### src/rtl/signed_mac_accumulator.sv
// Signed multiply-accumulate: sums LEN signed x*y products into a saturating
// ACC_W-bit result, with valid/ready handshakes on both the operand and result sides.

module signed_multiplier #(
  parameter int N = 5
) (
  input  logic [N-1:0]   a,
  input  logic [N-1:0]   b,
  output logic [2*N-1:0] p
);

  logic signed [2*N-1:0] a_ext_s;
  logic signed [2*N-1:0] b_ext_s;

  // sign-extend both operands to full product width, then multiply
  always_comb begin
    a_ext_s = (2*N)'($signed(a));
    b_ext_s = (2*N)'($signed(b));
    p       = a_ext_s * b_ext_s;
  end

endmodule

module signed_mac_accumulator_chk #(
  parameter int ACC_W = 16
) (
  input logic             clk,
  input logic             rst_n,
  input logic             clear,
  input logic             in_ready,
  input logic             out_valid,
  input logic             out_ready,
  input logic [ACC_W-1:0] acc_out,
  input logic             overflow
);

  a_ready_valid_exclusive: assert property (@(posedge clk) disable iff (!rst_n)
    !(in_ready && out_valid));

  a_result_held: assert property (@(posedge clk) disable iff (!rst_n)
    (out_valid && !out_ready && !clear) |=> (out_valid && $stable(acc_out) && $stable(overflow)));

endmodule

module signed_mac_accumulator #(
  parameter int N     = 5,
  parameter int ACC_W = 16,
  parameter int LEN   = 8
) (
  input  logic             clk,
  input  logic             rst_n,
  input  logic             clear,
  input  logic             in_valid,
  output logic             in_ready,
  input  logic [N-1:0]     x,
  input  logic [N-1:0]     y,
  output logic             out_valid,
  input  logic             out_ready,
  output logic [ACC_W-1:0] acc_out,
  output logic             overflow
);

  localparam int CNT_W = $clog2(LEN + 1);
  localparam logic [CNT_W-1:0] CNT_LAST = CNT_W'(LEN - 1);
  localparam logic [ACC_W-1:0] ACC_MAX  = {1'b0, {(ACC_W-1){1'b1}}};
  localparam logic [ACC_W-1:0] ACC_MIN  = {1'b1, {(ACC_W-1){1'b0}}};

  typedef enum logic [0:0] {
    ST_ACCUM = 1'b0,
    ST_DONE  = 1'b1
  } state_t;

  state_t           state_r;
  logic [ACC_W-1:0] acc_r;
  logic [CNT_W-1:0] count_r;
  logic             ovf_r;
  logic             in_ready_r;
  logic             out_valid_r;
  logic [ACC_W-1:0] acc_out_r;
  logic             overflow_r;

  logic [2*N-1:0]   prod_s;
  logic [ACC_W-1:0] prod_ext_s;
  logic [ACC_W:0]   sum_s;
  logic             clamp_s;
  logic [ACC_W-1:0] acc_next_s;
  logic             ovf_next_s;
  logic             xfer_s;
  logic             last_s;

  signed_multiplier #(.N(N)) u_mult (
    .a (x),
    .b (y),
    .p (prod_s)
  );

  // saturating next accumulator value; one guard bit exposes signed overflow
  always_comb begin
    prod_ext_s = ACC_W'($signed(prod_s));
    sum_s      = {prod_ext_s[ACC_W-1], prod_ext_s} + {acc_r[ACC_W-1], acc_r};
    if (sum_s[ACC_W] != sum_s[ACC_W-1]) begin
      clamp_s = 1'b1;
      if (sum_s[ACC_W]) begin
        acc_next_s = ACC_MIN;
      end else begin
        acc_next_s = ACC_MAX;
      end
    end else begin
      clamp_s    = 1'b0;
      acc_next_s = sum_s[ACC_W-1:0];
    end
    ovf_next_s = ovf_r | clamp_s;
    xfer_s     = (state_r == ST_ACCUM) && in_valid && in_ready_r;
    last_s     = (count_r == CNT_LAST);
  end

  // control FSM with registered handshake and result outputs
  always_ff @(posedge clk or negedge rst_n) begin
    if (!rst_n) begin
      state_r     <= ST_ACCUM;
      acc_r       <= {ACC_W{1'b0}};
      count_r     <= {CNT_W{1'b0}};
      ovf_r       <= 1'b0;
      in_ready_r  <= 1'b0;
      out_valid_r <= 1'b0;
      acc_out_r   <= {ACC_W{1'b0}};
      overflow_r  <= 1'b0;
    end else if (clear) begin
      state_r     <= ST_ACCUM;
      acc_r       <= {ACC_W{1'b0}};
      count_r     <= {CNT_W{1'b0}};
      ovf_r       <= 1'b0;
      in_ready_r  <= 1'b1;
      out_valid_r <= 1'b0;
      acc_out_r   <= {ACC_W{1'b0}};
      overflow_r  <= 1'b0;
    end else begin
      case (state_r)
        ST_ACCUM: begin
          if (xfer_s) begin
            acc_r <= acc_next_s;
            ovf_r <= ovf_next_s;
            if (last_s) begin
              count_r     <= {CNT_W{1'b0}};
              acc_out_r   <= acc_next_s;
              overflow_r  <= ovf_next_s;
              out_valid_r <= 1'b1;
              in_ready_r  <= 1'b0;
              state_r     <= ST_DONE;
            end else begin
              count_r <= count_r + CNT_W'(1);
            end
          end else begin
            // also raises in_ready on the first edge after reset
            in_ready_r <= 1'b1;
          end
        end
        ST_DONE: begin
          if (out_valid_r && out_ready) begin
            acc_r       <= {ACC_W{1'b0}};
            count_r     <= {CNT_W{1'b0}};
            ovf_r       <= 1'b0;
            out_valid_r <= 1'b0;
            in_ready_r  <= 1'b1;
            state_r     <= ST_ACCUM;
          end else begin
            in_ready_r <= 1'b0;
          end
        end
        default: begin
          state_r     <= ST_ACCUM;
          acc_r       <= {ACC_W{1'b0}};
          count_r     <= {CNT_W{1'b0}};
          ovf_r       <= 1'b0;
          in_ready_r  <= 1'b0;
          out_valid_r <= 1'b0;
          acc_out_r   <= {ACC_W{1'b0}};
          overflow_r  <= 1'b0;
        end
      endcase
    end
  end

  assign in_ready  = in_ready_r;
  assign out_valid = out_valid_r;
  assign acc_out   = acc_out_r;
  assign overflow  = overflow_r;

  signed_mac_accumulator_chk #(.ACC_W(ACC_W)) u_chk (
    .clk       (clk),
    .rst_n     (rst_n),
    .clear     (clear),
    .in_ready  (in_ready_r),
    .out_valid (out_valid_r),
    .out_ready (out_ready),
    .acc_out   (acc_out_r),
    .overflow  (overflow_r)
  );

endmodule

### config.mk
export PLATFORM = sky130hd
export DESIGN_NAME = signed_mac_accumulator
export DESIGN_NICKNAME = d
export VERILOG_FILES = /design/src/rtl/signed_mac_accumulator.sv
export SDC_FILE = /design/constraint.sdc
export NUM_CORES = 1
export LEC_CHECK = 0
export CAP_MARGIN = 10
export CORE_MARGIN = 1.5
export CORE_UTILIZATION = 55
export DETAILED_ROUTE_END_ITERATION = 7
export HOLD_SLACK_MARGIN = 0.08
export PLACE_DENSITY = 0.76
export SYNTH_ARGS = -nofsm -noshare
export SYNTH_HDL_FRONTEND = slang
export SYNTH_SLANG_ARGS = --single-unit
export TNS_END_PERCENT = 1
### constraint.sdc
create_clock -name clk -period 12.98 [get_ports clk]
set_input_delay 1.947 -clock clk [delete_from_list [all_inputs] [get_ports clk]]
set_output_delay 1.947 -clock clk [all_outputs]
set_load 0.01 [all_outputs]
==> results.toml, run 1 <==
[timing]
fmax_mhz = 134.1
final.setup.tns_ns = 0
slew_violations = 0
slew_headroom_pct = 24.85
clock_skew_ns = 0.004149
fin_crit_ns = 7.457
hold_viol_final = 0
worst-slew-pin-transition_ns = 1.122
setup_viol = 0
period_share_pct = 57.45
grt_setup_unrepaired = "no"

[yosys]
synth_seq_area_share_pct = 26.26
syn_inst = 392
ys.flop_type = "dfrtp_1"
syn_area_sq_um = 3907
postSynth.asyncResetShare_pct = 100.0
syn_area_per_cell_sq_um = 9.968
yosys_warnings = 0
synth.distinct_cells = 47
synth_edf_count = 0
ys_seq_elements = 41
synth_nets = 487

[run]
maxCapViolCount = 0

[clocking]
cts_sinks = 41
clock_path_buffers = 2
cts_tree = "built"
cts-resized-gates = 0
post_cts_buffers = 0
ctsHoldBuffers = 0
clk_pin_slew_ns = 0.08
insertion_delay_ns = 0.29
cts_root_buf = "clkbuf_8"
cts.htree.levels = 2
cts_buffers = 5

[outcome]
status = "complete, no violations"

[setup_path]
reg2reg_slack_ns = 8.15
crit_path_end_kind = "register"
cp_data_required_time_ns = 13.17
critPathLaunch = "x[4]"
timing.rr.end = "acc_r[3]"
slowest_delay_ns = 0.63
ff2ff_path_depth = 14
crit_end = "acc_out[13]"
critical_path_buf_inv_count = 6
cp_slowest_cell = "o211ai_2"
criticalPathCategory = "primary input to register"
cp.arrival_ns = 7.65
r2r-start = "acc_r[6]"
critical-path-top-delay-family = "adder cells"
critPathLaunchType = "primary input"
crit_fanout = 17
worst-path-stages = 19
worstPathCellList = "clkdlybuf4s50_1, nand2_1, inv_1, fa_1, inv_1, fa_1, inv_1, fa_1, inv_1, fa_1, inv_1, fa_1, a21oi_1, o21ai_1, nand3_1, a31oi_1, o211ai_2, o21ai_0, a211oi_2"

[placement]
port-buffer-count = 33
dp_hpwl_mm = 6.648
gp_congestion = 0.9365

[floorplan]
die-height_um = 87.29
pin_count = 34
dieArea_sq_um = 7620
rows = 30
coreArea_sq_um = 6832
die_x_um = 87.29
start_util_pct = 57.20

[worst_hold_path]
hold_path.class = "register to register"

[route]
drtAntennaViolNets = 0
vias_per_cell = 5.574
drt-wirelength-per-cell_um = 15.61
first_pass_iters = 4
routed_wl_mm = 8.104
num_vias = 2893
drcViolationCount = 0
drt_iter0_markers = 147

[global_route]
first_global_vias = 3076
grt_max_degree = 42
overflow = 0
grt_usage_pct = 23.98
antenna_found_initial = 0
grt_pass1_wl_mm = 14.19

[layout]
multi_input_area_sq_um = 2634
seqCellArea_sq_um = 1026
fill_cells = 547
synthToLayoutAreaGrowth_pct = 12.17
nNetsFinal = 517
final_cell_mix = "inv_1 (50), fa_1 (46), dfrtp_1 (41), ha_1 (34), clkdlybuf4s50_1 (32)"
drive_gt1_share_pct = 6.619
n_antenna_cell = 0
final_common_cell = "inv_1"
how the worst min path moves through the flow:
stage / from / end / slack, ns / depth (start not counted)
after floorplan: count_r[3] / count_r[3] / 0.45 / 1
after global placement: count_r[3] / count_r[3] / 0.47 / 1
after detailed placement: acc_out[15] / acc_out[15] / 0.47 / 2
after CTS: count_r[3] / count_r[3] / 0.49 / 1
after global routing: count_r[3] / count_r[3] / 0.50 / 1
final: count_r[3] / count_r[3] / 0.49 / 1
kinds of logic (layout without fill, tap and decap cells):
family / count (synthesis) / count (layout) / share of synthesized area (%)
AO/OA/AOI/OAI: 100 / 100 / 18.06
buffers and inverters: 61 / 92 / 6.340
AND/OR/NAND/NOR: 100 / 100 / 12.58
multiplexers: 1 / 1 / 0.2882
flip-flops: 41 / 41 / 26.26
adder cells (fa/ha/maj): 80 / 80 / 34.45
XOR/XNOR: 9 / 9 / 2.017
flip-flops by register name, summed over array words and instances (netlist names):
signal	cells
in_ready	1
acc_out	16
ovf_r	1
out_valid	1
count_r	4
acc_r	16
overflow	1
state_r	1
per-stage QoR:
stage | setup slack (ns) | hold WS, ns | std cells | utilization (%) | area [sq um]
after global routing | 5.045 | 0.5046 | 519 | 64.16 | 4383
after CTS | 5.524 | 0.4872 | 519 | 64.16 | 4383
after detailed placement | 5.211 | 0.4699 | 511 | 62.95 | 4300
final | 5.524 | 0.4936 | 519 | 64.16 | 4383
after floorplan | 6.445 | 0.4458 | 392 | - | 3908
after global placement | 5.456 | 0.4661 | 511 | 62.95 | 4300
area by class of cell:
cell class	instances	share of cell area, %
Clock buffer	6	1.656
Tap cell	96	2.741
Multi-Input combinational cell	290	60.09
Clock inverter	2	0.2284
Inverter	50	4.282
Timing Repair Buffer	34	7.593
Sequential cell	41	23.41
Yosys cell counts (all sizes together), types with 3 or more instances:
cell / count / area, sq um
a21o: 6 / 45.04
o211ai: 3 / 27.52
ha: 34 / 425.4
buf: 3 / 30.03
a211oi: 14 / 167.7
o31ai: 9 / 72.57
dfrtp: 41 / 1026
xnor2: 8 / 70.07
nor2: 27 / 103.9
inv: 50 / 187.7
and2: 18 / 112.6
a22o: 3 / 26.28
nor2b: 7 / 43.79
nand2: 27 / 101.4
nand3: 8 / 40.04
fa: 46 / 920.9
a31oi: 5 / 31.28
o21ai: 23 / 115.1
clkbuf: 8 / 30.03
o21a: 3 / 22.52
a21oi: 26 / 133.9
per-layer routing:
layer | share of wire [%] | GRT usage [%] | wire, um | up-vias
met5 | 0 | 0 | 0 | -
met4 | 2.2 | 6.926 | 180 | 0
met2 | 51 | 41.33 | 4151 | 59
met3 | 3.9 | 3.602 | 318 | 15
met1 | 43 | 31.35 | 3453 | 1434
li1 | - | - | - | 1385
worst register-to-register path: stages (launching register included):
cell	delay (ns)
dfrtp_1	0.35
inv_1	0.07
fa_1	0.53
inv_1	0.04
fa_1	0.48
fa_1	0.50
ha_1	0.31
ha_1	0.37
a21o_1	0.21
a21oi_1	0.31
a21oi_1	0.16
o31ai_2	0.42
a211oi_4	0.15
nor2_1	0.61
a21oi_1	0.17
Power of run 1 is left out: the tool's default activity adds up to more than one toggle a clock period on the data nets, which glitch-free logic cannot reach.
==> run 2: changes to the inputs <==
Settings changed: CORE_UTILIZATION 55 to 54, PLACE_DENSITY 0.76 to 0.78.
Clock period 12.98 ns to 6.05 ns, I/O delays scaled along.
==> run 2 against run 1 <==
Die area up 1.8%. Via count grew 1.6%. Sequential share of layout area decreased by 0.68 points. First-iteration DRC count decreased by 21%. Global-route usage shrank 1.5 points. Routed wire length decreased by 3.1%. Non-clock buffer count grew 16. Worst hold slack lost 0.0023 ns. Cell area increased by 3.0%. Clock-buffer cell count is 1 lower. Utilization grew 1.2 points. Sequential cell count unchanged. Critical endpoint is now acc_r[11].
==> results.toml, run 2 (synthesis results as in run 1) <==
[timing]
slew_headroom_pct = 33.60
worst-slew-pin-transition_ns = 0.9913
grt_setup_unrepaired = "yes"
clock_skew_ns = 0.008714
period_share_pct = 95.71
hold_viol_final = 0
fmax_mhz = 172.7
fin_crit_ns = 5.790
setup_viol = 0
slew_violations = 0

[setup_path]
critPathLaunchType = "primary input"
reg2reg_slack_ns = 1.36
criticalPathCategory = "primary input to register"
crit_fanout = 5
cp.arrival_ns = 5.99
timing.rr.end = "acc_r[11]"
cp_data_required_time_ns = 6.25
ff2ff_path_depth = 17
r2r-start = "acc_r[13]"
crit_path_end_kind = "register"

[worst_hold_path]
min-delay-start = "acc_out[15]"
hold_path_depth = 2
hold_path.class = "register to register"
hold_end = "acc_out[15]"

[global_route]
first_global_vias = 3006
grt_pass1_wl_mm = 13.52
overflow = 0
antenna_found_initial = 0
grt.met3_usage_pct = 3.016
use_met2_pct = 40.25
busiest_layer = "met2"
grt_max_degree = 42
grt_usage_pct = 22.53
met1_usage_pct = 29.20

[route]
drt-wirelength-per-cell_um = 14.68
vias_per_cell = 5.493
drt_iter0_markers = 116
drtAntennaViolNets = 0
routed_wl_mm = 7.855
first_pass_iters = 4
drcViolationCount = 0
num_vias = 2939

[clocking]
cts_root_buf = "clkbuf_8"
post_cts_buffers = 0
clk_pin_slew_ns = 0.07
clock_path_buffers = 2
cts.htree.levels = 2
ctsHoldBuffers = 0
cts_sinks = 41
insertion_delay_ns = 0.30
cts-resized-gates = 0
cts_tree = "built"
cts_buffers = 5

[floorplan]
pin_count = 34
coreArea_sq_um = 6907
die_x_um = 88.07
die-height_um = 88.07
rows = 30
dieArea_sq_um = 7755
start_util_pct = 56.58

[layout]
n_antenna_cell = 0
final_cell_area_sq_um = 4514
final_common_cell = "inv_1"
fill_cells = 572
final_cells = 535
synthToLayoutAreaGrowth_pct = 15.53
final_cell_mix = "inv_1 (50), fa_1 (46), dfrtp_1 (41), ha_1 (34), clkdlybuf4s50_1 (32)"
final_util_pct = 65.36
drive_gt1_share_pct = 10.48
nNetsFinal = 533

[placement]
dp_hpwl_mm = 6.514
gp_congestion = 1.008
dp_cells = 527
dpl-instance-area_sq_um = 4420
port-buffer-count = 33

[outcome]
status = "complete, no violations"

[run]
maxCapViolCount = 0
[run 2: changes by cell type in the layout (fill, tap and decap cells not counted), sizes merged]
| cell | previous run | this run |
|---|---|---|
| buf | 2 | 18 |
| clkbuf | 6 | 5 |
| clkinvlp | 0 | 1 |
[run 2: layout make-up]
class / count / area [sq um] / area share [%]
Timing Repair Buffer: 50 / 452.9 / 10.03
Clock buffer: 5 / 68.82 / 1.524
Sequential cell: 41 / 1026 / 22.73
Tap cell: 96 / 120.1 / 2.661
Clock inverter: 3 / 17.52 / 0.3880
Inverter: 50 / 187.7 / 4.157
Multi-Input combinational cell: 290 / 2641 / 58.51
[run 2: worst max path at each step]
stage | startpoint | endpoint | slack [ns]
6_report | y[1] | acc_r[11] | 0.26
4_1_cts | y[0] | acc_r[10] | 0.24
5_1_grt | y[1] | acc_out[4] | -0.02
3_5_place_dp | y[0] | acc_r[5] | -0.07
2_1_floorplan | y[0] | acc_out[0] | 0.55
3_3_place_gp | y[0] | acc_out[7] | -0.008
[run 2: routing by layer]
layer  part of all wire, %  up-vias
met4                   1.1        0
met1                    45     1467
met3                   3.0        9
met2                    51       50
met5                     0        -
li1                      -     1413
[run 2: critical path, cell delays in order]
cell and delay (ns):
clkdlybuf4s50_1 0.57, and2_1 0.20, inv_1 0.16, buf_4 0.19, fa_1 0.50, inv_1 0.05, fa_1 0.46, fa_1 0.49
ha_1 0.30, ha_1 0.35, a21oi_1 0.33, a21oi_1 0.15, or4_4 0.48, a211oi_4 0.37, buf_4 0.18, a31oi_1 0.06
o31ai_1 0.22
[run 2: metrics by stage]
stage	hold slack, ns	worst slack [ns]	setup TNS (ns)
after floorplan	0.4458	0.5548	0
after global placement	0.4686	-0.008201	-0.008201
after detailed placement	0.4685	-0.07048	-0.9308
after CTS	0.4932	0.2447	0
after global routing	0.5089	-0.02330	-0.05933
final	0.4913	0.2597	0
Power of run 2 is left out for the same reason.
==> RTL change 1 (flow settings as in run 1) <==
`N` is set to 5 in 2 places; all go to 6.
--- a/src/rtl/signed_mac_accumulator.sv
+++ b/src/rtl/signed_mac_accumulator.sv
@@ -3,5 +3,5 @@
 
 module signed_multiplier #(
-  parameter int N = 5
+  parameter int N = 6
 ) (
   input  logic [N-1:0]   a,
@@ -44,5 +44,5 @@
 
 module signed_mac_accumulator #(
-  parameter int N     = 5,
+  parameter int N     = 6,
   parameter int ACC_W = 16,
   parameter int LEN   = 8
Ports: changed (resized x and y); port bits go from 34 to 36. The function was not compared with the original's and may differ.
==> RTL change 1 against run 1 <==
  * Worst hold slack got worse by 0.0034 ns
  * Synthesized cell count rose by 20%
  * Cell area rose by 11%
  * Die area rose by 11%
  * First-iteration DRC count fell by 15%
  * Worst setup slack improved by 0.23 ns
  * Sequential cell count did not move
  * Wire length rose by 3.7%
  * Synthesized area rose by 11%
  * Largest cell class unchanged
Power is not shown: default switching activity piles up to over one toggle a cycle in this logic, so the estimate is an artifact.
==> RTL change 1: results (changes against run 1) <==
Maximum clock path buffer count - 2 (unchanged)
# H-tree levels - 2 (unchanged)
Grt met3 use - 0.0240 (-0.0120)
Mux cell area share after synthesis - 0 (-0.00288)
First-pass GRT wire length - 14,900 um (+4.7%)
Global-route usage over all layers - 0.220 (-0.0201)
Starting DRT DRC Count - 125 (-15%)
Vias in the first global route - 3,139 (+2.0%)
Synth Area in Adders - 0.357 (+0.0127)
Worst r2r src - acc_r[5]
Grt met2 use - 0.355 (-0.0583)
Fill count - 657 (+20%)
Hold Path Class - reg -> reg
Wirelength per Cell - 13.9 um (-11%)
Most frequent cells after synthesis - inv_1 (106), nand2_1 (61), fa_1 (45)
Share of cells above drive strength 1 - 0.0694 (+0.00325)
Syn_nets - 573 (+18%)
Synth Area in Compound Gates - 0.128 (-0.0531)
CP Max Fanout - 19 (+2)
Initial DRT Pass Iterations - 4 (unchanged)
Cell variety after synth - 58 (+23%)
Sequential share of the synthesized area - 0.236 (-0.0265)
Critical path origin - y[0]
Final setup skew - 0.00810 ns (+0.00395 ns)
TritonCTS buffer count - 5 (unchanged)
Yosys warns - 0 (unchanged)
Layout Nets - 604 (+17%)
RD Place Congestion - 0.800 (-15%)
Routing usage on met1 - 0.328 (+0.0140)
Worst Tran Pin Value - 0.876 ns (-0.246 ns)
Clk slew on worst S/H paths - 0.08 ns (about the same)
Top cells by area, synth - dfrtp_1 (24%), fa_1 (21%), ha_1 (11%)
IO Port Bufs - 35 (+6.1%)
Synth Area in XOR/XNOR - 0.0409 (+0.0207)
Post-DP HPWL - 6760 um (+1.7%)
Outcome - completed
Root buf cell - clkbuf_8
Slowest CP cell - fa_1
Critical path data arrival time - 7.38 ns (-0.27 ns)
Min-delay src - count_r[3]
Initial antenna violation count - 0 (unchanged)
CP peak stage delay - 0.75 ns (+0.12 ns)
R2R cell count - 15 (+1)
Vias per inst - 5.22 (-6.4%)
RTL change 1: cell types whose count changed after synthesis, sizes merged, moves of 7 or more:
cell and change:
nor2 -12, xor2 +8, maj3 +15, nand2 +34, nor2b -7, inv +56, a21oi -9, a211oi -12
o31ai -7, o21ai +17
RTL change 1: cell type report:
class | count | area (um^2) | share of cell area
clock inverters | 3 | 65.1 | 0.0134
well taps | 102 | 128 | 0.0263
inverters | 106 | 398 | 0.0820
flip-flops and latches | 41 | 1030 | 0.212
clock buffers | 5 | 68.8 | 0.0142
repair buffers | 36 | 353 | 0.0727
multi-input cells | 313 | 2810 | 0.580
RTL change 1: critical path: cells and delay by family:
family,cells,cell delay [ns]
AOI/OAI and AO/OA,4,0.84
xor gates and xnor gates,1,0.57
and+or+nand+nor,1,0.18
adders and majority gates,6,3.06
buffers and inverters,4,0.79
RTL change 1: metrics by stage:
stage               setup slack [ns]  cell area (um^2)  instances
floorplan                       6.58              4350        472
global placement                5.56              4720        598
detailed placement              5.45              4720        598
CTS                             5.75              4850        606
global route                    5.41              4850        606
finish                          5.75              4850        606
RTL change 1: path summary, 6_finish.rpt:
kind / end / slack [ns]
worst max register to register: acc_r[0] / 8.65
worst min-delay path: count_r[3] / 0.49
min in group asynchronous: count_r[0] / 1.77
max in group asynchronous: acc_r[12] / 10.66
worst min register to register: count_r[3] / 0.49
worst max-delay path: acc_r[0] / 5.75
RTL change 1: logic make-up after synthesis:
logic type	count (synthesis)
AOI/OAI and AO/OA	86
DFF	41
xor gates and xnor gates	16
and+or+nand+nor	112
buffers and inverters	118
adders and majority gates	99
RTL change 1: metal layers:
| layer | part of all wire | routed length (um) |
|---|---|---|
| met5 | 0 | 0 |
| met2 | 0.49 | 4120 |
| met3 | 0.028 | 239 |
| met1 | 0.48 | 4030 |
| met4 | 0.0025 | 21 |
==> RTL change 2 (config.mk and constraints of run 1) <==
Without the edit above. One comparison of `count_r` changes from == to >=.
--- a/src/rtl/signed_mac_accumulator.sv
+++ b/src/rtl/signed_mac_accumulator.sv
@@ -112,5 +112,5 @@
     ovf_next_s = ovf_r | clamp_s;
     xfer_s     = (state_r == ST_ACCUM) && in_valid && in_ready_r;
-    last_s     = (count_r == CNT_LAST);
+    last_s     = (count_r >= CNT_LAST);
   end
 
Check against the original RTL: no difference found for any inputs over 10 cycles, from zero or initial values and one cycle with rst_n low; that may be too few to reach the edited logic, so the function may still have changed.
==> RTL change 2 against run 1 <==
  * Wire length is 3.1% lower
  * Largest cell class unchanged
  * Sequential cell count stayed put
  * Worst setup slack better by 0.096 ns
  * Cell area is 1.9% higher
  * Synthesized area is 1.2% higher
Power is left out: the tool's default activity adds up to more than one toggle a clock period on the data nets, which glitch-free logic cannot reach.
==> RTL change 2: results (changes against run 1) <==
Sequential share of the synthesized area - 0.259 (-0.00324)
Placed Cells - 501 (-2.0%)
Initial antenna violation count - 0 (unchanged)
Syn_area_per_cell - 10.3 um^2 (+3.6%)
Vias per inst - 5.49 (-1.6%)
Global-route usage over all layers - 0.234 (-0.00571)
Critical path type - in -> reg
IO Port Bufs - 33 (unchanged)
Largest net degree at the start of global routing - 42 (unchanged)
Most frequent cells after synthesis - inv_1 (51), fa_1 (46), dfrtp_1 (41)
Hold Path Class - reg -> reg
Clk slew on worst S/H paths - 0.08 ns (about the same)
Initial DRT Pass Iterations - 4 (unchanged)
CP Max Fanout - 16 (-1)
Root buf cell - clkbuf_8
Final setup skew - 0.00537 ns (+0.00122 ns)
Ant. Diodes - 0 (unchanged)
Worst r2r src - acc_r[13]
Synth Flop Type - dfrtp_1
Top cells by area, synth - dfrtp_1 (26%), fa_1 (23%), ha_1 (11%)
Worst Tran Pin Value - 0.923 ns (-0.199 ns)
R2R cell count - 15 (+1)
First-pass GRT wire length - 13,900 um (-2.0%)
CP peak stage delay - 0.68 ns (+0.05 ns)
Post-DP HPWL - 6380 um (-4.1%)
Clk_lat worst skew - 0.30 ns
RD Place Congestion - 0.843 (-10%)
Fill count - 539 (-1.5%)
Cell variety after synth - 47 (unchanged)
Capture point of the worst reg-to-reg path - acc_out[4]
TritonCTS buffer count - 5 (unchanged)
Wirelength per Cell - 15.4 um (-1.2%)
Yosys warns - 0 (unchanged)
Syn_nets - 478 (-1.8%)
Post-CTS setup buffer count - 0 (unchanged)
# resized after CTS - 0 (unchanged)
Slowest CP cell - o22a_1
# H-tree levels - 2 (unchanged)
Layout Nets - 507 (-1.9%)
Outcome - completed
Reg2reg setup slack - 8.06 ns (-0.09 ns)
Maximum clock path buffer count - 2 (unchanged)
Vias - 2,792 (-3.5%)
Critical path data arrival time - 7.50 ns (-0.15 ns)
Ys async rst share - 1.00 (unchanged)
Starting DRT DRC Count - 117 (-20%)
Vias in the first global route - 3,047 (-0.94%)
Critical path origin - y[0]
Share of cells above drive strength 1 - 0.102 (+0.0355)
==> RTL change 2: cell count changes after synthesis, moves of 4 or more <==
cell	delta
maj3_2	+15
xor2_1	+6
o21ai_1	+6
nand2_1	-4
a21oi_1	-11
o21ai_0	-9
o31ai_1	-7
o22ai_1	+6
==> RTL change 2: metal layers <==
metal | track usage | share of wire
met5 | 0 | 0
met1 | 0.305 | 0.44
met2 | 0.401 | 0.51
met4 | 0.0837 | 0.032
met3 | 0.0302 | 0.026
==> RTL change 2: logic make-up after synthesis <==
group | Yosys count | synth area share
multiplexers | 4 | 0.0108
buffers and inverters | 64 | 0.0667
AND/OR/NAND/NOR | 84 | 0.102
AO/OA/AOI/OAI | 80 | 0.145
adder cells (fa/ha/maj) | 95 | 0.383
XOR/XNOR | 15 | 0.0332
flip-flops | 41 | 0.259
==> RTL change 2: through the flow <==
step / area, um^2 / setup slack, ns
final: 4470 / 5.62
after global routing: 4470 / 5.18
after CTS: 4470 / 5.62
after detailed placement: 4350 / 5.32
after global placement: 4350 / 5.41
after floorplan: 3960 / 6.28
==> RTL change 2: cell type report <==
cell class,instances,share of cell area
sequential,41,0.230
timing repair buffer,35,0.0762
clock buffer,7,0.0193
tap,96,0.0269
clock inverter,1,0.00672
multi-input combinational,278,0.598
inverter,51,0.0429
==> RTL change 2: worst max-delay path: cells and delay by family <==
family	cells	cell delay, ns
AOI/OAI and AO/OA	4	1.05
and+or+nand+nor	3	0.80
buffers and inverters	6	0.99
adders and majority gates	6	2.72
==> RTL change 2: worst min path at each step <==
stage | startpoint | end | slack [ns] | depth (start not counted)
2_1_floorplan | count_r[3] | count_r[3] | 0.45 | 2
3_3_place_gp | count_r[3] | count_r[3] | 0.47 | 2
3_5_place_dp | ovf_r | ovf_r | 0.48 | 2
4_1_cts | ovf_r | ovf_r | 0.50 | 2
5_1_grt | count_r[3] | count_r[3] | 0.52 | 2
6_report | ovf_r | ovf_r | 0.49 | 2
